**src/rtl/watch_set_ctrl_if.sv**
```systemverilog
// Button/time bus between the watch front panel and the set controller.
interface watch_set_ctrl_if;
    logic        btn_mode;
    logic        btn_up;
    logic        btn_down;
    logic        btn_cancel;
    logic [37:0] cur_time;
    logic        en_1hz;
    logic        set_time;
    logic [37:0] bin_time;
    logic [2:0]  edit_field;

    modport master (
        output btn_mode, btn_up, btn_down, btn_cancel, cur_time,
        input  en_1hz, set_time, bin_time, edit_field
    );

    modport slave (
        input  btn_mode, btn_up, btn_down, btn_cancel, cur_time,
        output en_1hz, set_time, bin_time, edit_field
    );
endinterface

```
**src/rtl/watch_set_ctrl.sv**
```systemverilog
// Watch time-set controller: field-by-field edit FSM, commit strobe and 1 Hz prescaler.
// Optional macro WATCH_SET_LEAP_EN enables Gregorian leap-year February (29 days).
module watch_set_ctrl #(
    parameter int unsigned CLK_DIV = 50000000
) (
    input  logic            clk,
    input  logic            rst,
    watch_set_ctrl_if.slave bus
);
    localparam int unsigned CNT_W = (CLK_DIV > 1) ? $clog2(CLK_DIV) : 1;
    localparam logic [CNT_W-1:0] CNT_LAST = CNT_W'(CLK_DIV - 1);

    typedef enum logic [2:0] {
        RUN    = 3'd0,
        E_YEAR = 3'd1,
        E_MONTH = 3'd2,
        E_DAY  = 3'd3,
        E_HOUR = 3'd4,
        E_MIN  = 3'd5,
        E_SEC  = 3'd6,
        COMMIT = 3'd7
    } state_t;

    state_t           state_q, state_d;
    logic [11:0]      year_q, year_d;
    logic [3:0]       month_q, month_d;
    logic [4:0]       day_q, day_d;
    logic [4:0]       hour_q, hour_d;
    logic [5:0]       min_q, min_d;
    logic [5:0]       sec_q, sec_d;
    logic [CNT_W-1:0] cnt_q, cnt_d;
    logic             en_1hz_q, en_1hz_d;
    logic             set_time_q, set_time_d;

    logic       adj_c;
    logic [4:0] md_c;
    logic [3:0] cap_month_c;
    logic [4:0] cap_hour_c;
    logic [5:0] cap_min_c;
    logic [5:0] cap_sec_c;

`ifdef WATCH_SET_LEAP_EN
    function automatic logic [4:0] max_day(input logic [11:0] y, input logic [3:0] m);
        logic [4:0] r;
        case (m)
            4'd4, 4'd6, 4'd9, 4'd11: r = 5'd30;
            4'd2: begin
                if ((y[1:0] == 2'b00) &&
                    (((y % 12'd100) != 12'd0) || ((y % 12'd400) == 12'd0)))
                    r = 5'd29;
                else
                    r = 5'd28;
            end
            default: r = 5'd31;
        endcase
        return r;
    endfunction
`else
    function automatic logic [4:0] max_day(input logic [3:0] m);
        logic [4:0] r;
        case (m)
            4'd4, 4'd6, 4'd9, 4'd11: r = 5'd30;
            4'd2:                    r = 5'd28;
            default:                 r = 5'd31;
        endcase
        return r;
    endfunction
`endif

    // One step up or down inside [lo, hi], wrapping at either end.
    function automatic logic [11:0] step(input logic [11:0] v, input logic [11:0] lo,
                                         input logic [11:0] hi, input logic up);
        if (up)
            return (v >= hi) ? lo : v + 12'd1;
        else
            return (v <= lo) ? hi : v - 12'd1;
    endfunction

    // Next-state, edit-register, prescaler and strobe logic.
    always_comb begin
        state_d    = state_q;
        year_d     = year_q;
        month_d    = month_q;
        day_d      = day_q;
        hour_d     = hour_q;
        min_d      = min_q;
        sec_d      = sec_q;
        cnt_d      = '0;
        en_1hz_d   = 1'b0;
        set_time_d = 1'b0;

        adj_c = bus.btn_up ^ bus.btn_down;
`ifdef WATCH_SET_LEAP_EN
        md_c = max_day(year_q, month_q);
`else
        md_c = max_day(month_q);
`endif
        cap_month_c = bus.cur_time[25:22];
        cap_hour_c  = bus.cur_time[16:12];
        cap_min_c   = bus.cur_time[11:6];
        cap_sec_c   = bus.cur_time[5:0];

        case (state_q)
            RUN: begin
                if (!bus.btn_cancel && bus.btn_mode) begin
                    year_d  = bus.cur_time[37:26];
                    month_d = (cap_month_c == 4'd0 || cap_month_c > 4'd12) ? 4'd1 : cap_month_c;
                    day_d   = bus.cur_time[21:17];
                    hour_d  = (cap_hour_c > 5'd23) ? 5'd0 : cap_hour_c;
                    min_d   = (cap_min_c > 6'd59) ? 6'd0 : cap_min_c;
                    sec_d   = (cap_sec_c > 6'd59) ? 6'd0 : cap_sec_c;
                    state_d = E_YEAR;
                end
            end
            COMMIT: state_d = RUN;
            default: begin
                if (bus.btn_cancel) begin
                    state_d = RUN;
                end else if (bus.btn_mode) begin
                    state_d = state_t'(3'(state_q + 3'd1));
                    if (state_q == E_MONTH) begin
                        if (day_q == 5'd0)
                            day_d = 5'd1;
                        else if (day_q > md_c)
                            day_d = md_c;
                    end
                end else if (adj_c) begin
                    case (state_q)
                        E_YEAR:  year_d  = step(year_q, 12'd0, 12'd4095, bus.btn_up);
                        E_MONTH: month_d = 4'(step(12'(month_q), 12'd1, 12'd12, bus.btn_up));
                        E_DAY:   day_d   = 5'(step(12'(day_q), 12'd1, 12'(md_c), bus.btn_up));
                        E_HOUR:  hour_d  = 5'(step(12'(hour_q), 12'd0, 12'd23, bus.btn_up));
                        E_MIN:   min_d   = 6'(step(12'(min_q), 12'd0, 12'd59, bus.btn_up));
                        E_SEC:   sec_d   = 6'(step(12'(sec_q), 12'd0, 12'd59, bus.btn_up));
                        default: ;
                    endcase
                end
            end
        endcase

        // Prescaler only runs while staying in RUN; restarts from 0 on every entry.
        if (state_q == RUN && state_d == RUN)
            cnt_d = (cnt_q == CNT_LAST) ? '0 : cnt_q + CNT_W'(1);
        en_1hz_d   = (state_d == RUN) && (cnt_d == CNT_LAST);
        set_time_d = (state_d == COMMIT);
    end

    // State, edit registers and registered outputs.
    always_ff @(posedge clk or posedge rst) begin
        if (rst) begin
            state_q    <= RUN;
            year_q     <= '0;
            month_q    <= '0;
            day_q      <= '0;
            hour_q     <= '0;
            min_q      <= '0;
            sec_q      <= '0;
            cnt_q      <= '0;
            en_1hz_q   <= 1'b0;
            set_time_q <= 1'b0;
        end else begin
            state_q    <= state_d;
            year_q     <= year_d;
            month_q    <= month_d;
            day_q      <= day_d;
            hour_q     <= hour_d;
            min_q      <= min_d;
            sec_q      <= sec_d;
            cnt_q      <= cnt_d;
            en_1hz_q   <= en_1hz_d;
            set_time_q <= set_time_d;
        end
    end

    assign bus.en_1hz     = en_1hz_q;
    assign bus.set_time   = set_time_q;
    assign bus.bin_time   = {year_q, month_q, day_q, hour_q, min_q, sec_q};
    assign bus.edit_field = state_q;
endmodule

```
**src/flat_wrapper.sv**
```systemverilog
// flat-port wrapper written by rule: the top's interface ports become plain ports
module watch_set_ctrl_flat 
#(
    parameter int unsigned CLK_DIV = 50000000
)
  (clk, rst, bus_btn_mode, bus_btn_up, bus_btn_down, bus_btn_cancel, bus_cur_time, bus_en_1hz, bus_set_time, bus_bin_time, bus_edit_field);
  watch_set_ctrl_if bus_i ();
  input  logic clk;
  input  logic rst;
  input wire logic [$bits(bus_i.btn_mode)-1:0] bus_btn_mode;
  input wire logic [$bits(bus_i.btn_up)-1:0] bus_btn_up;
  input wire logic [$bits(bus_i.btn_down)-1:0] bus_btn_down;
  input wire logic [$bits(bus_i.btn_cancel)-1:0] bus_btn_cancel;
  input wire logic [$bits(bus_i.cur_time)-1:0] bus_cur_time;
  output wire logic [$bits(bus_i.en_1hz)-1:0] bus_en_1hz;
  output wire logic [$bits(bus_i.set_time)-1:0] bus_set_time;
  output wire logic [$bits(bus_i.bin_time)-1:0] bus_bin_time;
  output wire logic [$bits(bus_i.edit_field)-1:0] bus_edit_field;
  assign bus_i.btn_mode = bus_btn_mode;
  assign bus_i.btn_up = bus_btn_up;
  assign bus_i.btn_down = bus_btn_down;
  assign bus_i.btn_cancel = bus_btn_cancel;
  assign bus_i.cur_time = bus_cur_time;
  assign bus_en_1hz = bus_i.en_1hz;
  assign bus_set_time = bus_i.set_time;
  assign bus_bin_time = bus_i.bin_time;
  assign bus_edit_field = bus_i.edit_field;
  watch_set_ctrl #(.CLK_DIV(CLK_DIV)) u_core (.clk(clk), .rst(rst), .bus(bus_i));
endmodule
```
**config.mk**
```make
export PLATFORM = sky130hd
export DESIGN_NAME = watch_set_ctrl_flat
export DESIGN_NICKNAME = d
export VERILOG_FILES = /design/src/rtl/watch_set_ctrl_if.sv /design/src/rtl/watch_set_ctrl.sv /design/src/flat_wrapper.sv
export SDC_FILE = /design/constraint.sdc
export NUM_CORES = 1
export LEC_CHECK = 0
export CORE_ASPECT_RATIO = 1.1
export CORE_MARGIN = 5
export CORE_UTILIZATION = 25
export DETAILED_ROUTE_END_ITERATION = 10
export PLACE_DENSITY = 0.55
export SYNTH_ARGS = -nofsm -noshare
export SYNTH_HDL_FRONTEND = slang
export SYNTH_SLANG_ARGS = --single-unit
```
**constraint.sdc**
```tcl
create_clock -name clk -period 2.4 [get_ports clk]
set_clock_uncertainty 0.2 [all_clocks]
set_input_delay 0.48 -clock clk [delete_from_list [all_inputs] [get_ports clk]]
set_output_delay 0.48 -clock clk [all_outputs]
set_load 0.005 [all_outputs]
```
# Yosys cells after proc, flatten, opt, wreduce, memory -nomap -nowiden
# Index checks and enable logic that the tools add are counted.
# W data, S select, Z words.
[word_totals]
regBits = 69
input_bits = 44
out_inout_bits = 43
wordCells = 155
[classes]
n_addsub = 14
order_cmp = 17
eq_ne = 20
mux = 68
bitwise_logic = 2
reduce_logical = 24
[op_table]
columns = ["operator", "count"]
rows = [
  ["$mux W6", 18],
  ["$mux W5", 20],
  ["$mux W12", 8],
  ["$eq A26 B26 Y1 const B", 2],
  ["$mux W26", 2],
  ["$mux W4", 9],
  ["$reduce_and A6 Y1", 5],
  ["$add A26 B1 Y26 const B", 1],
  ["$pmux W12 S2", 1],
  ["$pmux W6 S2", 2],
  ["$pmux W5 S2", 2],
  ["$eq A3 B3 Y1 const B", 5],
  ["$add A12 B1 Y12 const B", 1],
  ["$add A6 B1 Y6 const B", 2],
  ["$ge A12 B12 Y1 const B", 1],
  ["$ge A6 B6 Y1 const B", 2],
  ["$gt A6 B6 Y1 const B", 2],
  ["$le A12 B1 Y1 const B", 1],
  ["$le A6 B1 Y1 const B", 2],
  ["$reduce_bool A2 Y1", 6],
  ["$sub A12 B1 Y12 const B", 1],
  ["$sub A6 B1 Y6 const B", 2],
  ["$add A5 B1 Y5 const B", 2],
  ["$le A5 B1 Y1 const B", 2],
  ["34 further kinds", 46],
]

# Logic depth before layout (Yosys ltp)
# Gate-level depths: netlist of the first run.
[depth]
depth_word = 11
depth_mapped = 12
mapped_depth_nobuf = 12

# Worst setup path before layout of the first run
# No wires, ideal clock.
[synth_timing]
path_type = "register -> register"
start = "register u_core.month_q[0]"
end = "register u_core.day_q[0]"
setup_ps = 124
t_arrival_ps = 2250
t_required_ps = 2076
slack_ps = -173
stages_incl_launch_ff = 11
n_path_buf = 0
synth_period_minus_slack_ps = 2573
path_cell_list = "dfrtp_1 > inv_1 > ha_1 > a21oi_1 > nor2_1 > a21oi_1 > ha_1 > a221o_1 > a21oi_1 > o21ai_1 > o31a_1"
[synth_via]
elab_chain_len = 11
word_cells_on_any_way = 22
classes_between = "order compare (2); eq/ne (6); mux (12); reduce/logical (2)"
[synth_rtl]
columns = ["element", "line_no", "rtl"]
rows = [
  ["start: declaration", "watch_set_ctrl.sv:26", "logic [3:0] month_q, month_d;"],
  ["start signal: assignment", "watch_set_ctrl.sv:164", "month_q <= month_d;"],
  ["$eq A4 B3 Y1 or $eq A4 B4 Y1 (tied branches)", "watch_set_ctrl.sv:61", "case (m)"],
  ["$reduce_or A4 Y1", "watch_set_ctrl.sv:61", ""],
  ["$pmux W2 S2 *", "watch_set_ctrl.sv:61", ""],
  ["$ge A5 B5 Y1", "watch_set_ctrl.sv:74", "return (v >= hi) ? lo : v + 12'd1;"],
  ["$mux W5", "watch_set_ctrl.sv:74", ""],
  ["$mux W5", "watch_set_ctrl.sv:73", "if (up)"],
  ["$mux W5", "watch_set_ctrl.sv:128", "case (state_q)"],
  ["$mux W5", "watch_set_ctrl.sv:127", "end else if (adj_c) begin"],
  ["$mux W5", "watch_set_ctrl.sv:119", "end else if (bus.btn_mode) begin"],
  ["$mux W5", "watch_set_ctrl.sv:117", "if (bus.btn_cancel) begin"],
  ["$pmux W5 S2", "watch_set_ctrl.sv:103", "case (state_q)"],
  ["end signal: assignment", "watch_set_ctrl.sv:165", "day_q <= day_d;"],
  ["end: declaration", "watch_set_ctrl.sv:27", "logic [4:0] day_q, day_d;"],
]
# Mark *: on every way between the ends. The rest lies on a longest branch, timed or not. The select of a mux whose other input is x is not followed.
# A chain may end at the register's enable or synchronous reset.

# Worst setup path in the final report of the first run
[layout_timing]
start = "register u_core.month_q[1]"
end = "register u_core.day_q[0]"
# Same word-level chain as after synthesis.

==> key figures, run 1 <==
Finish
  – Layout cells sized above 1: 24.2%
  – Layout area overhead: 46.8%
  – N_diodes: 0
  – Finished Cell Area: 0.00830 sq mm
  – Layout net count: 954
  – Layout Cells excl Fill: 1,182
  – Commonest non-fill, non-tap cell in the layout: buf_4
  – Most frequent cells in the layout: buf_4, clkdlybuf4s50_1, nor2_1

Yosys
  – Ys async rst share: 100%
  – Sequential share of the synthesized area: 30.6%
  – Cell Area, Synth: 0.00565 sq mm
  – Main synth FF type: dfrtp_1
  – Synth Register Bits: 69
  – Unique masters post-synth: 81
  – Area contributors post-synth: dfrtp_1, ha_1, a21oi_1
  – Post-synth EDFFs: 0
  – Syn Area/Cell: 7.99 sq um
  – Yosys warning count: 0
  – Top cell type's share of synthesized area: 30.6%
  – Mapped Cells: 707
  – Yosys top cell by area: dfrtp_1
  – Synthesized net count: 779

Detailed routing
  – Post-Route M1 WL: 8370 um
  – DR vias: 5,982
  – WL per Instance: 15.3 um
  – ANT nets after route: 0
  – Max layer used: met4
  – DR pass1 iterations: 5
  – Met2 routed WL: 8510 um
  – Routed met3 length: 825 um
  – WL final: 18,000 um
  – DR vias/cell: 5.06
  – Initial drt markers: 376
  – Drt drc: 0

Job
  – Max Cap Viol: 0

Pwr
  – Lkg Pwr: 3.39 nW
  – Total Power: 0.00958 W
  – Peak supply drop: 349 uV
  – Pwr Density: 1150 mW/mm^2

Worst setup path
  – Arrival @ worst endpoint: 2560 ps
  – R2r worst-path depth: 12
  – Critical Path RT: 2430 ps
  – Crit Path Max Fanout: 5
  – CP endpoint kind: register
  – Crit Path Class: register to register
  – Critical path startpoint category: register

Timing
  – Worst slew pin tran: 451 ps
  – Final hold slack: 231 ps
  – Unrepaired setup endpoints after global routing: true
  – Fin. max-slew vios: 0
  – Endpoints failing setup: 6
  – Fin. Hold Viols: 0
  – Post-route setup slack: -127 ps
  – Min cycle time layout: 2530 ps
  – Rel. slew slack: 69.8%
  – Setup TNS: -328 ps
  – Crit share post-route: 105%
  – Peak Freq: 0.396 GHz

Hold path
  – HP Class: input pin to asynchronous set/reset pin

Outcome
  – Failing checks: negative setup slack
  – Status: finished with violations

Clock network
  – Clock sinks: 69
  – Hold Buf Count CTS: 0
  – Total CTS buffers: 9
  – Htree depth: 3
  – Clock tree root buffer cell: clkbuf_16
  – CTS Buffer Depth: 2
  – Later-pin clock latency in the skew report: 340 ps
  – CTS tree: done
  – Clock transition at path regs: 60 ps

Floorplan
  – Die X: 153 um
  – I/O pin cnt: 87
  – Die area: 0.0257 sq mm
  – Core area: 0.0222 sq mm
  – Row cnt: 57
  – Starting Density: 25.5%
  – Die span in y: 168 um

Global routing
  – Vias in the first global route: 5,733
  – Remaining Overflow, GRT: 0
  – Largest net degree at the start of global routing: 63
  – Total Routing Usage GR: 13.6%
  – First-pass GRT wire length: 29,200 um
  – Initial antenna violation count: 0

Placement
  – Number of port buffers: 86
  – HPWL Detailed: 13,400 um
  – Post-DP Area: 0.00761 sq mm
  – Gpl congestion: 0.887
  – Placed Cells incl. Taps: 1,153
## cells in the mapped netlist, types with 4 or more instances
cell,instances
clkbuf_1,40
ha_1,28
and3_1,12
nand3_1,26
nand4b_1,4
xor2_1,22
nand2b_1,7
nand2_1,49
o21ai_1,5
nand4_1,14
o31ai_1,4
nor3_1,22
or3_1,13
a22oi_1,15
dfrtp_1,69
o21ai_0,44
o221ai_1,4
nor3b_1,4
xnor2_1,18
a311oi_1,4
a31oi_1,14
nor2_1,73
a211oi_1,5
nor4_1,9
o211ai_1,4
a21oi_1,60
a32oi_1,4
inv_1,29
o22ai_1,5
and2_1,4
nor2b_1,4
## cells by family (layout without fill, tap and decap cells)
| kind of cell | Yosys count | count (layout) | share of synthesized area (%) |
|---|---|---|---|
| AOI/OAI and AO/OA | 212 | 212 | 24.2 |
| muxes | 5 | 5 | 0.930 |
| buffers and inverters | 77 | 257 | 5.29 |
| DFF | 69 | 69 | 30.6 |
| and+or+nand+nor | 276 | 276 | 26.6 |
| adders and majority gates | 28 | 28 | 6.20 |
| xor gates and xnor gates | 40 | 40 | 6.20 |
## worst max-delay path: stages (launching register included)
cell and delay, ps:
dfrtp_2 450, inv_4 70, ha_4 170, nor2_4 100
nor2_2 40, a21oi_2 220, ha_4 240, nand2b_4 140
a21oi_4 130, nor3_2 50, o41ai_1 300, nor2_1 90
o31a_1 230
## stage by stage
| step | utilization [%] | setup WS, ps |
|---|---|---|
| after CTS | 36.5 | -81.2 |
| final | 37.4 | -127 |
| after floorplan | - | -65.7 |
| after detailed placement | 34.3 | -282 |
| after global routing | 37.4 | -231 |
| after global placement | 34.3 | -204 |
## power by group
| part | switching, W | leakage (nW) | internal (W) |
|---|---|---|---|
| registers | 0.000409 | 0.860 | 0.00152 |
| logic | 0.00308 | 2.37 | 0.00309 |
| clock network | 0.000521 | 0.163 | 0.000964 |
| total | 0.00401 | 3.39 | 0.00557 |
## layout make-up
cell class                 instances  area, sq um
clock buffer                      12          256
clock inverter                     4         70.1
fill                            2223        13900
inverter                          30          121
multi-input combinational        561         3880
sequential                        69         1740
tap                              295          369
timing repair buffer             211         1860
## sequential cells by signal, indices dropped and copies added, names as in the netlist
signal	count
u_core.month_q	4
u_core.bus.edit_field	3
u_core.min_q	6
u_core.day_q	5
u_core.bus.en_1hz	1
u_core.bus.set_time	1
u_core.year_q	12
u_core.cnt_q	26
u_core.hour_q	5
u_core.sec_q	6
## path summary, 6_finish.rpt
check	slack, ps	endpoint	from
worst min register to register	370	u_core.cnt_q[14]$_DFF_PP0_	u_core.cnt_q[14]$_DFF_PP0_
worst max register to register	-130	u_core.day_q[0]$_DFFE_PP0P_	u_core.month_q[1]$_DFFE_PP0P_
worst min-delay path	230	u_core.year_q[2]$_DFFE_PP0P_	rst
max in group asynchronous	1170	u_core.month_q[0]$_DFFE_PP0P_	rst
worst max-delay path	-130	u_core.day_q[0]$_DFFE_PP0P_	u_core.month_q[1]$_DFFE_PP0P_
min in group clk	370	u_core.cnt_q[14]$_DFF_PP0_	u_core.cnt_q[14]$_DFF_PP0_
## routing by layer
| layer | vias up | global-route usage [%] |
|---|---|---|
| met5 | - | 0 |
| met4 | 0 | 4.53 |
| met3 | 20 | 2.66 |
| met2 | 145 | 22.6 |
| met1 | 2855 | 17.7 |
| li1 | 2962 | - |
## timing repair
item,in CTS,in global routing
setup endpoints to repair,19,28
resized for setup,25,36
setup buffers,7,6
pin swaps,10,20
No activity file was read; power rests on OpenSTA's default activity.
==> run 2: changes to the inputs <==
- PLACE_DENSITY: 0.55 -> 0.48
==> run 2 against run 1 <==
Effect of this change: the run still ends with negative setup slack left; register-to-register slack barely moved; largest cell class unchanged; non-clock buffer count decreased by 7; clock power barely moved; sequential power about the same; power is 1.9% lower; clock-buffer cell count decreased by 3; wire length increased by 1.4%; first-iteration DRC count decreased by 4.8%; global-route usage grew 0.43 points.
==> key figures, run 2 (same netlist as run 1, synthesis figures left out) <==
Detailed routing
  – DR pass1 iterations: 5
  – WL per Instance: 15.6 um
  – Drt drc: 0
  – WL final: 18,300 um
  – DR vias: 5,940
  – ANT nets after route: 0
  – DR vias/cell: 5.06
  – Initial drt markers: 358

Outcome
  – Failing checks: negative setup slack
  – Status: finished with violations

Finish
  – Layout area overhead: 46.2%
  – N_diodes: 0
  – Area occupied by registers: 0.00173 sq mm
  – Most frequent cells in the layout: buf_4, clkdlybuf4s50_1, nor2_1
  – Fillers: 2,290
  – Layout net count: 947
  – Most flops, register: u_core.cnt_q
  – Multi-input logic area: 0.00391 sq mm
  – Number of flip-flops in the largest register: 26
  – Layout cells sized above 1: 24.0%
  – Commonest non-fill, non-tap cell in the layout: buf_4
  – Regs by FF count: u_core.cnt_q x26, u_core.year_q x12

Pwr
  – Peak supply drop: 475 uV
  – Lkg Pwr: 3.37 nW
  – Pwr Density: 1140 mW/mm^2

Clock network
  – Clock sinks: 69
  – CTS tree: done
  – Total CTS buffers: 9
  – Later-pin clock latency in the skew report: 340 ps
  – Clock tree root buffer cell: clkbuf_16
  – Htree depth: 3
  – CTS Buffer Depth: 2
  – Clock transition at path regs: 60 ps

Worst setup path
  – Critical path startpoint category: register
  – CP max-delay cell: dfrtp_2
  – WP buf/inv: 1
  – Largest stage delay on the critical path: 460 ps
  – CP Depth: 9
  – Crit Path Max Fanout: 5
  – Arrival @ worst endpoint: 2550 ps
  – CP top delay family: compound AO/OA/AOI/OAI gates
  – R2r worst-path depth: 9
  – Critical path cell sequence: inv_4 > ha_4 > nor3b_4 > ha_1 > nand2b_1 > a221o_1 > a21oi_2 > o21ai_4 > o31a_1
  – Critical Path RT: 2430 ps
  – R2R setup slack: -120 ps
  – Crit Path Class: register to register
  – CP endpoint kind: register

Global routing
  – Total Routing Usage GR: 14.0%
  – Remaining Overflow, GRT: 0
  – Vias in the first global route: 5,782
  – First-pass GRT wire length: 30,000 um
  – Initial antenna violation count: 0
  – Largest net degree at the start of global routing: 31

Floorplan
  – Die area: 0.0257 sq mm
  – Row cnt: 57
  – Die X: 153 um
  – Starting Density: 25.5%
  – I/O pin cnt: 87
  – Core area: 0.0222 sq mm
  – Die span in y: 168 um

Timing
  – Crit share post-route: 105%
  – Fin. Hold Viols: 0
  – Post-route setup slack: -117 ps
  – Rel. slew slack: 69.7%
  – Fin. max-slew vios: 0
  – Endpoints failing setup: 6
  – Worst slew pin tran: 449 ps
  – Min cycle time layout: 2520 ps
  – Unrepaired setup endpoints after global routing: true
  – Peak Freq: 0.397 GHz
  – Setup TNS: -469 ps

Placement
  – Number of port buffers: 86
  – Place WS: -285 ps
  – Gpl congestion: 0.830
  – HPWL Detailed: 13,700 um

Job
  – Max Cap Viol: 0

Hold path
  – HP Class: input pin to asynchronous set/reset pin
run 2: cell type report:
| cell class | instances | area share, % |
|---|---|---|
| inverter | 30 | 1.47 |
| timing repair buffer | 204 | 21.8 |
| multi-input combinational | 561 | 47.3 |
| clock inverter | 7 | 1.20 |
| sequential | 69 | 21.0 |
| tap | 295 | 4.47 |
| clock buffer | 9 | 2.73 |
run 2: metal layers:
| layer | track usage (%) | vias up | part of all wire, % |
|---|---|---|---|
| met5 | 0 | - | 0 |
| met4 | 4.84 | 0 | 2.1 |
| met3 | 2.37 | 24 | 4.2 |
| met2 | 23.2 | 134 | 47 |
| met1 | 18.5 | 2822 | 46 |
| li1 | - | 2960 | - |
run 2: repair_timing:
item / CTS / global route
buffers inserted: 5 / 5
resized for setup: 23 / 42
pin swaps: 13 / 16
hold buffers: 0 / 0
endpoints found under the setup margin: 7 / 25
run 2: final timing paths:
path                                                     from                             to
worst max-delay path            u_core.month_q[0]$_DFFE_PP0P_    u_core.day_q[0]$_DFFE_PP0P_
worst min-delay path                                      rst     u_core.cnt_q[10]$_DFF_PP0_
worst max register to register  u_core.month_q[0]$_DFFE_PP0P_    u_core.day_q[0]$_DFFE_PP0P_
worst min register to register     u_core.cnt_q[14]$_DFF_PP0_     u_core.cnt_q[14]$_DFF_PP0_
max in group asynchronous                                 rst  u_core.month_q[1]$_DFFE_PP0P_
min in group clk                   u_core.cnt_q[14]$_DFF_PP0_     u_core.cnt_q[14]$_DFF_PP0_
run 2: stage by stage:
step | cells | power (W) | cell area, sq um | hold slack [ps] | util [%]
after floorplan | 707 | 0.00503 | 5680 | 306 | -
after global placement | 1149 | 0.00752 | 7580 | 365 | 34.2
after detailed placement | 1149 | 0.00751 | 7580 | 366 | 34.2
after CTS | 1170 | 0.00923 | 8040 | 308 | 36.3
after global routing | 1175 | 0.0102 | 8260 | 334 | 37.2
final | 1175 | 0.00939 | 8260 | 298 | 37.2
run 2: power by group:
group          leakage [nW]  switching [W]  internal, W
combinational          2.35        0.00307      0.00294
sequential            0.862       0.000404      0.00152
clock                 0.156       0.000552     0.000915
